$ cat src/rtl/pc_fetch.sv
// Program counter and fetch stage feeding the decoder from the bios instruction ROM.
// Latency: the ROM word at address A appears on instruction_out one posedge after end_c = A.
// Backpressure: stall_in freezes pc, IR and valid. A redirect wins over a stall and costs one bubble.
//
// Ports
//   clock_in, reset_in             single clock; synchronous active-high reset
//   stall_in                       hold pc, IR, pc_out and valid this cycle
//   halt_in                        decoder reports a halt instruction in the IR (only acted on when valid_out=1)
//   jump_en_in / jump_addr_in      unconditional redirect (highest priority redirect)
//   branch_en_in / branch_cond_in  conditional redirect to branch_addr_in, taken when cond=1
//   branch_addr_in
//   instruction_in                 ROM word at end_c (combinational from ROM)
//   end_c                          ROM read address (the pc register)
//   instruction_out / pc_out       instruction register and the address it was fetched from
//   valid_out                      IR holds a live instruction
//   halted_out                     fetch stopped in HALT (left only by reset)
//   error_out                      address bound violation; constant 0 unless PC_BOUND_CHECK_EN is defined
//
// Configuration macro: PC_BOUND_CHECK_EN
//   defined   : any next fetch address above max_addr halts the stage with error_out=1
//   undefined : no check; addresses wrap modulo 2**memory_size
//
// The ROM samples end_c on the negedge. end_c is a posedge register, so the address
// is stable for half a cycle before the ROM uses it.

module pc_fetch #(
    parameter int unsigned data_size   = 32,
    parameter int unsigned memory_size = 11,
    parameter int unsigned reset_addr  = 0,
    parameter int unsigned max_addr    = 100
) (
    input  logic                   clock_in,
    input  logic                   reset_in,
    input  logic                   stall_in,
    input  logic                   halt_in,
    input  logic                   jump_en_in,
    input  logic [memory_size-1:0] jump_addr_in,
    input  logic                   branch_en_in,
    input  logic                   branch_cond_in,
    input  logic [memory_size-1:0] branch_addr_in,
    input  logic [data_size-1:0]   instruction_in,
    output logic [memory_size-1:0] end_c,
    output logic [data_size-1:0]   instruction_out,
    output logic [memory_size-1:0] pc_out,
    output logic                   valid_out,
    output logic                   halted_out,
    output logic                   error_out
);

    localparam logic [memory_size-1:0] RESET_PC = memory_size'(reset_addr);
    localparam logic [memory_size-1:0] PC_ONE   = memory_size'(1);

    // max_addr has to be representable as an address; otherwise the bound
    // check could never fire and the configuration is almost certainly wrong.
    if (max_addr > ((1 << memory_size) - 1)) begin : g_max_addr_range
        $error("pc_fetch: max_addr does not fit in memory_size bits");
    end

    typedef enum logic {
        ST_RUN  = 1'b0,
        ST_HALT = 1'b1
    } state_t;

    // ------------------------------------------------------------------
    // State and datapath registers
    // ------------------------------------------------------------------
    state_t                 state_q,  state_d;
    logic [memory_size-1:0] pc_q,     pc_d;
    logic [data_size-1:0]   ir_q,     ir_d;
    logic [memory_size-1:0] pc_out_q, pc_out_d;
    logic                   valid_q,  valid_d;
`ifdef PC_BOUND_CHECK_EN
    logic                   error_q,  error_d;
`endif

    // ------------------------------------------------------------------
    // Request decode
    // ------------------------------------------------------------------
    logic                   redirect;    // jump, or taken branch
    logic [memory_size-1:0] target;      // redirect target, jump has priority
    logic [memory_size-1:0] seq_pc;      // sequential next address, wraps naturally
    logic [memory_size-1:0] next_fetch;  // the address end_c would move to this cycle
    logic                   advance;     // end_c would change this cycle
    logic                   halt_take;   // halt only counts against a live instruction
    logic                   bound_err;

    always_comb begin : req_decode
        redirect   = jump_en_in | (branch_en_in & branch_cond_in);
        target     = jump_en_in ? jump_addr_in : branch_addr_in;
        seq_pc     = pc_q + PC_ONE;
        next_fetch = redirect ? target : seq_pc;
        advance    = redirect | ~stall_in;
        halt_take  = halt_in & valid_q;
`ifdef PC_BOUND_CHECK_EN
        // Extend by one bit so the compare is unsigned and width-matched.
        bound_err  = advance & ({1'b0, next_fetch} > (memory_size + 1)'(max_addr));
`else
        bound_err  = 1'b0;
`endif
    end

    // ------------------------------------------------------------------
    // FSM process 1: state and datapath register
    // ------------------------------------------------------------------
    always_ff @(posedge clock_in) begin : state_reg
        if (reset_in) begin
            state_q  <= ST_RUN;
            pc_q     <= RESET_PC;
            ir_q     <= '0;
            pc_out_q <= '0;
            valid_q  <= 1'b0;
`ifdef PC_BOUND_CHECK_EN
            error_q  <= 1'b0;
`endif
        end else begin
            state_q  <= state_d;
            pc_q     <= pc_d;
            ir_q     <= ir_d;
            pc_out_q <= pc_out_d;
            valid_q  <= valid_d;
`ifdef PC_BOUND_CHECK_EN
            error_q  <= error_d;
`endif
        end
    end

    // ------------------------------------------------------------------
    // FSM process 2: next state and datapath
    // Priority inside RUN: halt > bound error > redirect > stall > sequential.
    // ------------------------------------------------------------------
    always_comb begin : next_state
        state_d  = state_q;
        pc_d     = pc_q;
        ir_d     = ir_q;
        pc_out_d = pc_out_q;
        valid_d  = valid_q;
`ifdef PC_BOUND_CHECK_EN
        error_d  = error_q;
`endif

        case (state_q)
            ST_RUN: begin
                if (halt_take) begin
                    // Everything freezes where it is; only valid drops.
                    state_d = ST_HALT;
                    valid_d = 1'b0;
                end else if (bound_err) begin
                    // Do not move to the illegal address; stop instead.
                    state_d = ST_HALT;
                    valid_d = 1'b0;
`ifdef PC_BOUND_CHECK_EN
                    error_d = 1'b1;
`endif
                end else if (redirect) begin
                    // The word currently on instruction_in is wrong-path:
                    // leave the IR alone and insert one bubble.
                    pc_d    = next_fetch;
                    valid_d = 1'b0;
                end else if (!stall_in) begin
                    pc_d     = next_fetch;
                    ir_d     = instruction_in;
                    pc_out_d = pc_q;
                    valid_d  = 1'b1;
                end
            end
            ST_HALT: begin
                // Only reset leaves HALT; all requests are ignored.
                valid_d = 1'b0;
            end
            default: begin
                state_d = ST_HALT;
                valid_d = 1'b0;
            end
        endcase
    end

    // ------------------------------------------------------------------
    // FSM process 3: outputs
    // ------------------------------------------------------------------
    always_comb begin : fsm_out
        halted_out = (state_q == ST_HALT);
    end

    assign end_c           = pc_q;
    assign instruction_out = ir_q;
    assign pc_out          = pc_out_q;
    assign valid_out       = valid_q;
`ifdef PC_BOUND_CHECK_EN
    assign error_out       = error_q;
`else
    assign error_out       = 1'b0;
`endif

endmodule

$ cat config.mk
export PLATFORM = sky130hd
export DESIGN_NAME = pc_fetch
export DESIGN_NICKNAME = d
export VERILOG_FILES = /design/src/rtl/pc_fetch.sv
export SDC_FILE = /design/constraint.sdc
export NUM_CORES = 1
export LEC_CHECK = 0
export CORE_MARGIN = 2
export CORE_UTILIZATION = 44
export DETAILED_ROUTE_END_ITERATION = 6
export PLACE_DENSITY = 0.95
export REMOVE_ABC_BUFFERS = 1
export SETUP_SLACK_MARGIN = 0.2
export SLEW_MARGIN = 10
export SYNTH_ARGS = -nofsm -noshare
export SYNTH_HDL_FRONTEND = slang
export SYNTH_SLANG_ARGS = --single-unit
$ cat constraint.sdc
create_clock -name clock_in -period 3.2 [get_ports clock_in]
set_input_delay 0.48 -clock clock_in [delete_from_list [all_inputs] [get_ports clock_in]]
set_output_delay 0.48 -clock clock_in [all_outputs]
set_load 0.01 [all_outputs]
==> results of run 1 <==
## flip-flops by register name, summed over array words and instances, names as in the netlist
| signal | cells |
|---|---|
| end_c | 11 |
| halted_out | 1 |
| instruction_out | 32 |
| pc_out | 11 |
| valid_out | 1 |
## stage by stage
step / hold slack [ps] / instances
finish: 459 / 489
global route: 475 / 489
CTS: 460 / 489
detailed placement: 447 / 482
global placement: 442 / 482
floorplan: 474 / 290
## how the worst max path moves through the flow
stage	start	endpoint	cells past startpoint
3_5_place_dp	jump_en_in	instruction_out[12]$_SDFFE_PP0P_	6
4_1_cts	jump_en_in	instruction_out[12]$_SDFFE_PP0P_	6
6_report	jump_en_in	instruction_out[12]$_SDFFE_PP0P_	6
2_1_floorplan	branch_en_in	pc_out[0]$_SDFFE_PP0P_	4
3_3_place_gp	stall_in	instruction_out[8]$_SDFFE_PP0P_	6
5_1_grt	jump_en_in	pc_out[7]$_SDFFE_PP0P_	6
## metal layers
layer	global-route usage, %	vias up
met5	0	-
met4	8.10	0
met3	6.00	10
met2	39.7	123
met1	26.5	1188
li1	-	1276
## cell families after synthesis
| group | synth area share [%] |
|---|---|
| AO/OA/AOI/OAI | 24.1 |
| adder cells (fa/ha/maj) | 0.500 |
| buffers and inverters | 5.50 |
| flip-flops | 44.8 |
| multiplexers | 0.450 |
| other | 0.150 |
| AND/OR/NAND/NOR | 24.5 |
## report_power, final
| group | switching [W] | internal [W] | total (W) |
|---|---|---|---|
| Sequential | 0.0000334 | 0.000732 | 0.000765 |
| Clock | 0.000214 | 0.000308 | 0.000522 |
| Combinational | 0.000137 | 0.000169 | 0.000307 |
## placed cells by master, fill, tap and decap left out, types with 3 or more instances in the layout
cell,count
dfxtp_1,56
inv_1,3
a211oi_1,4
nand2b_1,5
buf_4,4
nor2_1,10
clkdlybuf4s50_1,115
nor3_1,4
nand3_1,7
a21oi_2,12
nand2_1,94
a21oi_1,45
o21ai_0,7
clkbuf_8,5
## worst max-delay path: stages
cell             delay, ps
clkdlybuf4s50_1        670
a21o_4                 340
nor3_4                 140
buf_4                  400
nand2_1                110
a21oi_1                170
## area by class of cell
type | instances | area, um2 | area share [%]
clock buffers | 5 | 68.8 | 1.82
multi-input cells | 231 | 1240 | 32.9
well taps | 72 | 90.1 | 2.38
clock inverters | 2 | 60.1 | 1.59
repair buffers | 120 | 1190 | 31.4
flip-flops and latches | 56 | 1120 | 29.7
inverters | 3 | 11.3 | 0.298
==> reports/metrics.cfg, run 1 <==
[timing]
worst_pin_slew_ps=586
fmax_mhz=470
tns_ps=0
timing.final.crit_share_pct=66.5
drv_slew=0
rsz0062_at_grt=no
setup-violations-final=0
fin_crit_ps=2130
fin_ws_ps=1070
fin_worst_skew_ps=1.77
hold_viol=0
max-slew-margin-rel_pct=60.9

[global_routing]
grt_usage_pct=22.6
grt_max_degree=44
antenna_found_initial=0
grt_pass1_vias=2488
grt_overflow=0
grt_pass1_wl_um=11400

[floorplan]
die_h_um=79.4
row_count=27
initial_core_util_pct=45.4
die_area_um2=6300
die_w_um=79.4
io_pins=118
coreArea_um2=5510

[logic_synthesis]
yosysMostFrequentCell=nand2_1
synth.top_cell.area_share_pct=44.8
avgSynthCellArea_um2=8.04
synth_cell_type_count=50
synth_area_leader_cell=dfxtp_1
synth_area_leaders=dfxtp_1 45%, nand2_1 14%, a21oi_1 9.0%, a21oi_2 4.2%, buf_6 2.3%
synth_seq_area_share_pct=44.8
synth-main-ff-cell=dfxtp_1
yosys_warnings=0
async_flop_share_pct=0
syn-cell-area_um2=2500
synthTopCellsByCount=94 x nand2_1, 56 x dfxtp_1, 45 x a21oi_1, 12 x a21oi_2, 11 x clkbuf_1
synth_edf_count=0
synth_cells=311
ys_seq_elements=56

[pwr]
leakage_nw=1.31
vdd_drop_max_mv=0.204
power_density_nw_per_um2=422
finalPower_w=0.00159

[job]
cap_violations=0

[cts]
cts_made_buffers=5
cts_max_path_buffers=2
hold_buffers=0
htree_levels=2
post_cts_resize_count=0
cts.sinks=56
cts_root_buf=clkbuf_8
worstSkewPairLatency_ps=300
path_clk_slew_ps=90
cts_tree=yes
postCtsSetupRepairBufs=0

[setup_path]
required_ps=3420
startpoint_type=primary input
crit_type=primary input to flip-flop
ff2ff_setup_slack_ps=1590
r2r_start=valid_out$_SDFFE_PP0P_
crit_fanout=43
crit_path_end_kind=flip-flop
cp_data_arrival_time_ps=2350
worstRegToRegCells=5
reg2reg_to=instruction_out[12]$_SDFFE_PP0P_

[route]
wl_met1_um=2950
ant_nets=0
firstDrtPassIters=5
wl_per_cell_um=14.4
route.top_layer_used=met4
dr_wl_met3_um=548
drc=0
via_per_inst=5.31
drtIter0Drc=128
route.met2.wl_um=3440
vias=2597
totalWireLength_um=7050

[place]
placed_area_um2=3650
dp_slack_ps=791
portBuffers=116
hpwlAfterDp_um=5090
gp_congestion=0.922

[layout]
areaGrowthSynthToFinish_pct=51.1
fillers=424
postLayoutCoreUtil_pct=68.6
nets=479
antenna_cells=0
final_area_um2=3780
drive_gt1_share_pct=7.91

[run_status]
outcome=finished clean

[min_path]
whs_path_depth=2
holdPathEnd=instruction_out[15]$_SDFFE_PP0P_
hold_class=flip-flop to flip-flop
min-delay-start=instruction_out[15]$_SDFFE_PP0P_

Note: power is estimated with default switching activity, not from simulation.
==> run 2: changes to the inputs <==
--- a/config.mk
+++ b/config.mk
@@ -6,9 +6,9 @@
 export NUM_CORES = 1
 export LEC_CHECK = 0
 export CORE_MARGIN = 2
-export CORE_UTILIZATION = 44
+export CORE_UTILIZATION = 37
 export DETAILED_ROUTE_END_ITERATION = 6
-export PLACE_DENSITY = 0.95
+export PLACE_DENSITY = 0.87
 export REMOVE_ABC_BUFFERS = 1
 export SETUP_SLACK_MARGIN = 0.2
 export SLEW_MARGIN = 10
==> constraint.sdc (replaced) <==
create_clock -name clock_in -period 1.75 [get_ports clock_in]
set_input_delay 0.2625 -clock clock_in [delete_from_list [all_inputs] [get_ports clock_in]]
set_output_delay 0.2625 -clock clock_in [all_outputs]
set_load 0.01 [all_outputs]
==> reports/metrics.cfg, run 2 (same netlist as run 1, synthesis figures left out) <==
[layout]
regArea_um2=1140  ; +1.3%
nets=504  ; +5.2%
final_area_um2=4050  ; +7.1%
antenna_cells=0  ; unchanged
areaGrowthSynthToFinish_pct=61.9
multi_input_area_um2=1270  ; +1.9%
largest_register_ffs=32  ; unchanged
layout_common_cells=104 x clkdlybuf4s50_1, 93 x nand2_1, 48 x dfxtp_1
layout_commonest_cell=clkdlybuf4s50_1
postLayoutCoreUtil_pct=62.7  ; -6.0 points
fillers=566  ; +33%
drive_gt1_share_pct=15.8  ; +7.9 points

[cts]
path_clk_slew_ps=100  ; about the same
htree_levels=2  ; unchanged
cts_root_buf=clkbuf_8
cts_tree=yes
worstSkewPairLatency_ps=300  ; about the same
cts_max_path_buffers=2  ; unchanged
hold_buffers=0  ; unchanged
cts.sinks=56  ; unchanged
cts_made_buffers=5  ; unchanged

[setup_path]
cp_num_buf_inv=1  ; -1
required_ps=1490  ; -1930 ps
crit_fanout=9  ; -79%
cp_data_arrival_time_ps=1250  ; -1100 ps
slowest_stage=clkdlybuf4s50_1
slowest_delay_ps=550  ; -120 ps
crit_type=flip-flop to output port
crit_start=end_c[5]$_SDFFE_PP0P_
crit_path_end_kind=output port
r2r_start=end_c[2]$_SDFFE_PP0P_
crit_chain=clkdlybuf4s50_1
startpoint_type=flip-flop
ff2ff_setup_slack_ps=320  ; -1270 ps
cp_top_family=buffers and inverters

[place]
portBuffers=116  ; unchanged
gp_congestion=0.927  ; +0.57%
hpwlAfterDp_um=5480  ; +7.7%
placed_area_um2=3830  ; +5.0%

[route]
route.top_layer_used=met4
wl_met1_um=3380  ; +15%
dr_wl_met3_um=482  ; -12%
firstDrtPassIters=4  ; -1
via_per_inst=5.13  ; -3.4%
totalWireLength_um=7590  ; +7.7%
wl_per_cell_um=14.6  ; +1.3%
drc=0  ; unchanged
vias=2667  ; +2.7%
ant_nets=0  ; unchanged
drtIter0Drc=80  ; -38%
route.met2.wl_um=3650  ; +6.1%

[floorplan]
row_count=29  ; +7.4%
die_w_um=86.2  ; +8.6%
die_area_um2=7430  ; +18%
initial_core_util_pct=38.7  ; -6.7 points
die_h_um=86.2  ; +8.6%
io_pins=118  ; unchanged
coreArea_um2=6460  ; +17%

[run_status]
outcome=finished clean

[timing]
fin_worst_skew_ps=6.19  ; +4.42 ps
fin_crit_ps=1510
timing.final.crit_share_pct=86.5
drv_slew=0  ; unchanged
rsz0062_at_grt=no
hold_viol=0  ; unchanged
setup-violations-final=0  ; unchanged
fmax_mhz=660

[pwr]
finalPower_w=0.00294  ; +84%
leakage_nw=1.54  ; +18%
vdd_drop_max_mv=0.443  ; +120%
power_density_nw_per_um2=726  ; +72%

[min_path]
min-delay-start=reset_in
hold_class=primary input to flip-flop

[global_routing]
grt_usage_pct=19.6  ; -3.0 points
grt_pass1_wl_um=11900  ; +4.5%
grt_overflow=0  ; unchanged
grt_pass1_vias=2533  ; +1.8%
antenna_found_initial=0  ; unchanged
grt_max_degree=38  ; -14%

[job]
cap_violations=0  ; unchanged

run 2: cell count changes in the layout (fill, tap and decap cells not counted), moves of 2 or more:
| cell | previous run | this run |
|---|---|---|
| dlymetal6s2s_1 | 0 | 5 |
| dfxtp_1 | 56 | 48 |
| dfxtp_2 | 0 | 6 |
| buf_4 | 4 | 26 |
| dlygate4sd2_1 | 0 | 6 |
| dfxtp_4 | 0 | 2 |
| clkbuf_8 | 5 | 7 |
| clkdlybuf4s50_1 | 115 | 104 |
run 2: worst paths after layout:
check,end,cells after the start
worst max-delay path,end_c[5],1
worst min register to register,instruction_out[16]$_SDFFE_PP0P_,2
worst max register to register,end_c[10]$_SDFFE_PP0P_,4
worst min-delay path,end_c[0]$_SDFFE_PP0P_,2
run 2: through the flow:
stage / TNS (ps) / worst slack [ps] / instances / hold WS [ps]
floorplan: -96.5 / -8.77 / 290 / 325
global placement: -1500 / -78.1 / 509 / 441
detailed placement: -3330 / -124 / 509 / 445
CTS: 0 / 192 / 517 / 259
global route: 0 / 202 / 520 / 294
finish: 0 / 236 / 520 / 282
run 2: timing repair:
item / CTS / global route
hold endpoints to repair: 0 / 0
gates resized for setup: 14 / 13
setup buffers: 0 / 2
gates cloned: 0 / 1
endpoints found under the setup margin: 15 / 30
pin swaps: 0 / 3
run 2: metal layers:
layer / vias to the layer above / GRT usage [%]
li1: 1331 / -
met2: 108 / 34.1
met3: 8 / 3.90
met1: 1220 / 24.7
met4: 0 / 5.82
met5: - / 0
run 2: report_power, final:
group / switching [W] / total [W] / internal (W)
combinational: 0.000279 / 0.000633 / 0.000354
sequential: 0.0000521 / 0.00139 / 0.00134
clock: 0.000408 / 0.000914 / 0.000506
total: 0.000740 / 0.00294 / 0.00220
run 2: cell type report:
| cell class | count | share of cell area (%) |
|---|---|---|
| well taps | 77 | 2.38 |
| inverters | 3 | 0.278 |
| clock buffers | 7 | 2.38 |
| clock inverters | 1 | 0.742 |
| flip-flops and latches | 56 | 28.1 |
| repair buffers | 145 | 34.9 |
| multi-input cells | 231 | 31.3 |
==> run 3: changes to the inputs <==
--- a/config.mk
+++ b/config.mk
@@ -5,10 +5,12 @@
 export SDC_FILE = /design/constraint.sdc
 export NUM_CORES = 1
 export LEC_CHECK = 0
-export CORE_MARGIN = 2
-export CORE_UTILIZATION = 37
+export CORE_MARGIN = 8
+export CORE_UTILIZATION = 38
+export CTS_BUF_LIST = sky130_fd_sc_hd__clkbuf_2 sky130_fd_sc_hd__clkbuf_4 sky130_fd_sc_hd__clkbuf_8
+export CTS_CLUSTER_DIAMETER = 30
 export DETAILED_ROUTE_END_ITERATION = 6
-export PLACE_DENSITY = 0.87
+export PLACE_DENSITY = 0.89
 export REMOVE_ABC_BUFFERS = 1
 export SETUP_SLACK_MARGIN = 0.2
 export SLEW_MARGIN = 10
==> reports/metrics.cfg, run 3 (same netlist as run 1, synthesis figures left out) <==
[run_status]
outcome=finished clean

[timing]
setup-violations-final=0  ; unchanged
hold_viol=0  ; unchanged
fmax_mhz=665  ; +0.71%
drv_slew=0  ; unchanged
fin_crit_ps=1500  ; -10.7 ps
fin_ws_ps=247  ; +10.7 ps
timing.final.crit_share_pct=85.9  ; -0.61 points
fin_worst_skew_ps=10.1  ; +3.88 ps
rsz0062_at_grt=yes

[pwr]
intPower_w=0.00198  ; -10%
power_density_nw_per_um2=674  ; -7.1%
switchingPower_w=0.000730  ; -1.3%
vdd_drop_max_mv=0.364  ; -18%
pwr-share-seq_pct=51.5  ; +4.1 points
leakage_nw=1.57  ; +2.2%
comb_power_share_pct=23.5  ; +2.0 points
p_clk_share_pct=25.1  ; -6.0 points
netSwitchingFraction_pct=27.0  ; +1.8 points

[floorplan]
coreArea_um2=6350  ; -1.7%
io_pins=118  ; unchanged
initial_core_util_pct=39.4  ; +0.66 points
die_area_um2=9430  ; +27%
row_count=29  ; unchanged
die_h_um=97.1  ; +13%
die_w_um=97.1  ; +13%

[cts]
cts_max_path_buffers=2  ; unchanged
path_clk_slew_ps=100  ; about the same
htree_levels=2  ; unchanged
worstSkewPairLatency_ps=300  ; about the same
cts.sinks=56  ; unchanged
cts_tree=yes
hold_buffers=0  ; unchanged
cts_made_buffers=5  ; unchanged
cts_root_buf=clkbuf_8

[setup_path]
crit_type=primary input to flip-flop
crit_fanout=7  ; -2
cp_data_arrival_time_ps=1680  ; +430 ps
crit_path_end_kind=flip-flop
worstRegToRegCells=7  ; +3
ff2ff_setup_slack_ps=280  ; -40 ps
reg2reg_to=pc_out[7]$_SDFFE_PP0P_
required_ps=1930  ; +440 ps
r2r_start=valid_out$_SDFFE_PP0P_
startpoint_type=primary input

[place]
dp.cells=509  ; unchanged
placed_area_um2=3850  ; +0.33%
portBuffers=116  ; unchanged
gp_congestion=0.898  ; -3.2%
dp_slack_ps=-101  ; +23.1 ps
hpwlAfterDp_um=6090  ; +11%

[global_routing]
grt_usage_pct=16.2  ; -3.5 points
grt_max_degree=35  ; -7.9%
antenna_found_initial=0  ; unchanged
grt_overflow=0  ; unchanged
grt_pass1_wl_um=13100  ; +10%
grt_pass1_vias=2660  ; +5.0%

[layout]
postLayoutCoreUtil_pct=63.2  ; +0.50 points
layout_commonest_cell=clkdlybuf4s50_1
largest_register_ffs=32  ; unchanged
areaGrowthSynthToFinish_pct=60.4
antenna_cells=0  ; unchanged
drive_gt1_share_pct=15.6  ; -0.23 points
final_area_um2=4010  ; -0.90%
post_layout_nonfiller_instances=520  ; unchanged
layout_common_cells=101 x clkdlybuf4s50_1, 94 x nand2_1, 48 x dfxtp_1
nets=504  ; unchanged

[route]
ant_nets=0  ; unchanged
via_per_inst=5.11  ; -0.34%
wl_per_cell_um=15.5  ; +6.4%
drtIter0Drc=88  ; +10%
totalWireLength_um=8070  ; +6.4%
vias=2658  ; -0.34%
firstDrtPassIters=4  ; unchanged
drc=0  ; unchanged

[min_path]
holdPathEnd=end_c[2]$_SDFFE_PP0P_
min-delay-start=reset_in
hold_class=primary input to flip-flop
whs_path_depth=2  ; unchanged

[job]
cap_violations=0  ; unchanged

run 3: cell count changes in the layout (fill, tap and decap cells not counted), moves of 2 or more:
cell,previous run,this run
clkbuf_8,7,5
clkdlybuf4s50_1,104,101
clkinv_2,0,2
dfxtp_2,6,8
dfxtp_4,2,0
dlymetal6s2s_1,5,9
run 3: worst max path at each step:
stage                                                  end  cells after the start              startpoint
final                                end_c[6]$_SDFFE_PP0P_                      6                stall_in
after global routing                 end_c[6]$_SDFFE_PP0P_                      6                stall_in
after CTS                                         end_c[2]                      1   end_c[2]$_SDFFE_PP0P_
after detailed placement  instruction_out[30]$_SDFFE_PP0P_                      6              jump_en_in
after global placement               end_c[6]$_SDFFE_PP0P_                      6                stall_in
after floorplan                     pc_out[0]$_SDFFE_PP0P_                      4  valid_out$_SDFFE_PP0P_
run 3: area by class of cell:
type	count	area (um2)
Clock inverter	3	18.8
Tap cell	77	96.3
Sequential cell	56	1130
Clock buffer	5	68.8
Inverter	3	11.3
Fill cell	539	2340
Multi-Input combinational cell	231	1250
Timing Repair Buffer	145	1430
run 3: worst max-delay path, cell delays in order:
cell	delay (ps)
clkdlybuf4s50_1	480
buf_4	210
nand4b_1	260
nor3_1	260
o31a_1	170
nor3_1	40
run 3: what timing repair did:
| action | 4_1_cts | 5_1_grt |
|---|---|---|
| pin swaps | 0 | 3 |
| resized for setup | 13 | 12 |
| endpoints found under the setup margin | 12 | 47 |
| buffers inserted | 0 | 2 |
| hold endpoints to repair | 0 | 0 |
| gates cloned | 0 | 1 |
run 3: through the flow:
step           hold slack [ps]  power, W  setup TNS (ps)
2_1_floorplan              325   0.00162           -96.5
3_3_place_gp               441   0.00204            -160
3_5_place_dp               448   0.00205           -3030
4_1_cts                    277   0.00272               0
5_1_grt                    294   0.00285               0
6_report                   285   0.00271               0
run 3: metal layers:
metal / global-route usage, % / vias to the layer above / wire length (um)
met5: 0 / - / 0
li1: - / 1326 / -
met2: 27.4 / 106 / 3950
met4: 3.08 / 0 / 50
met3: 5.83 / 7 / 712
met1: 19.1 / 1219 / 3360
run 3: power by group through the flow:
stage          logic (W)  clock network, W  registers (W)
3_3_place_gp    0.000620                 0        0.00142
2_1_floorplan   0.000177                 0        0.00145
5_1_grt         0.000687          0.000760        0.00140
4_1_cts         0.000628          0.000695        0.00139
3_5_place_dp    0.000632                 0        0.00142
6_report        0.000635          0.000678        0.00139
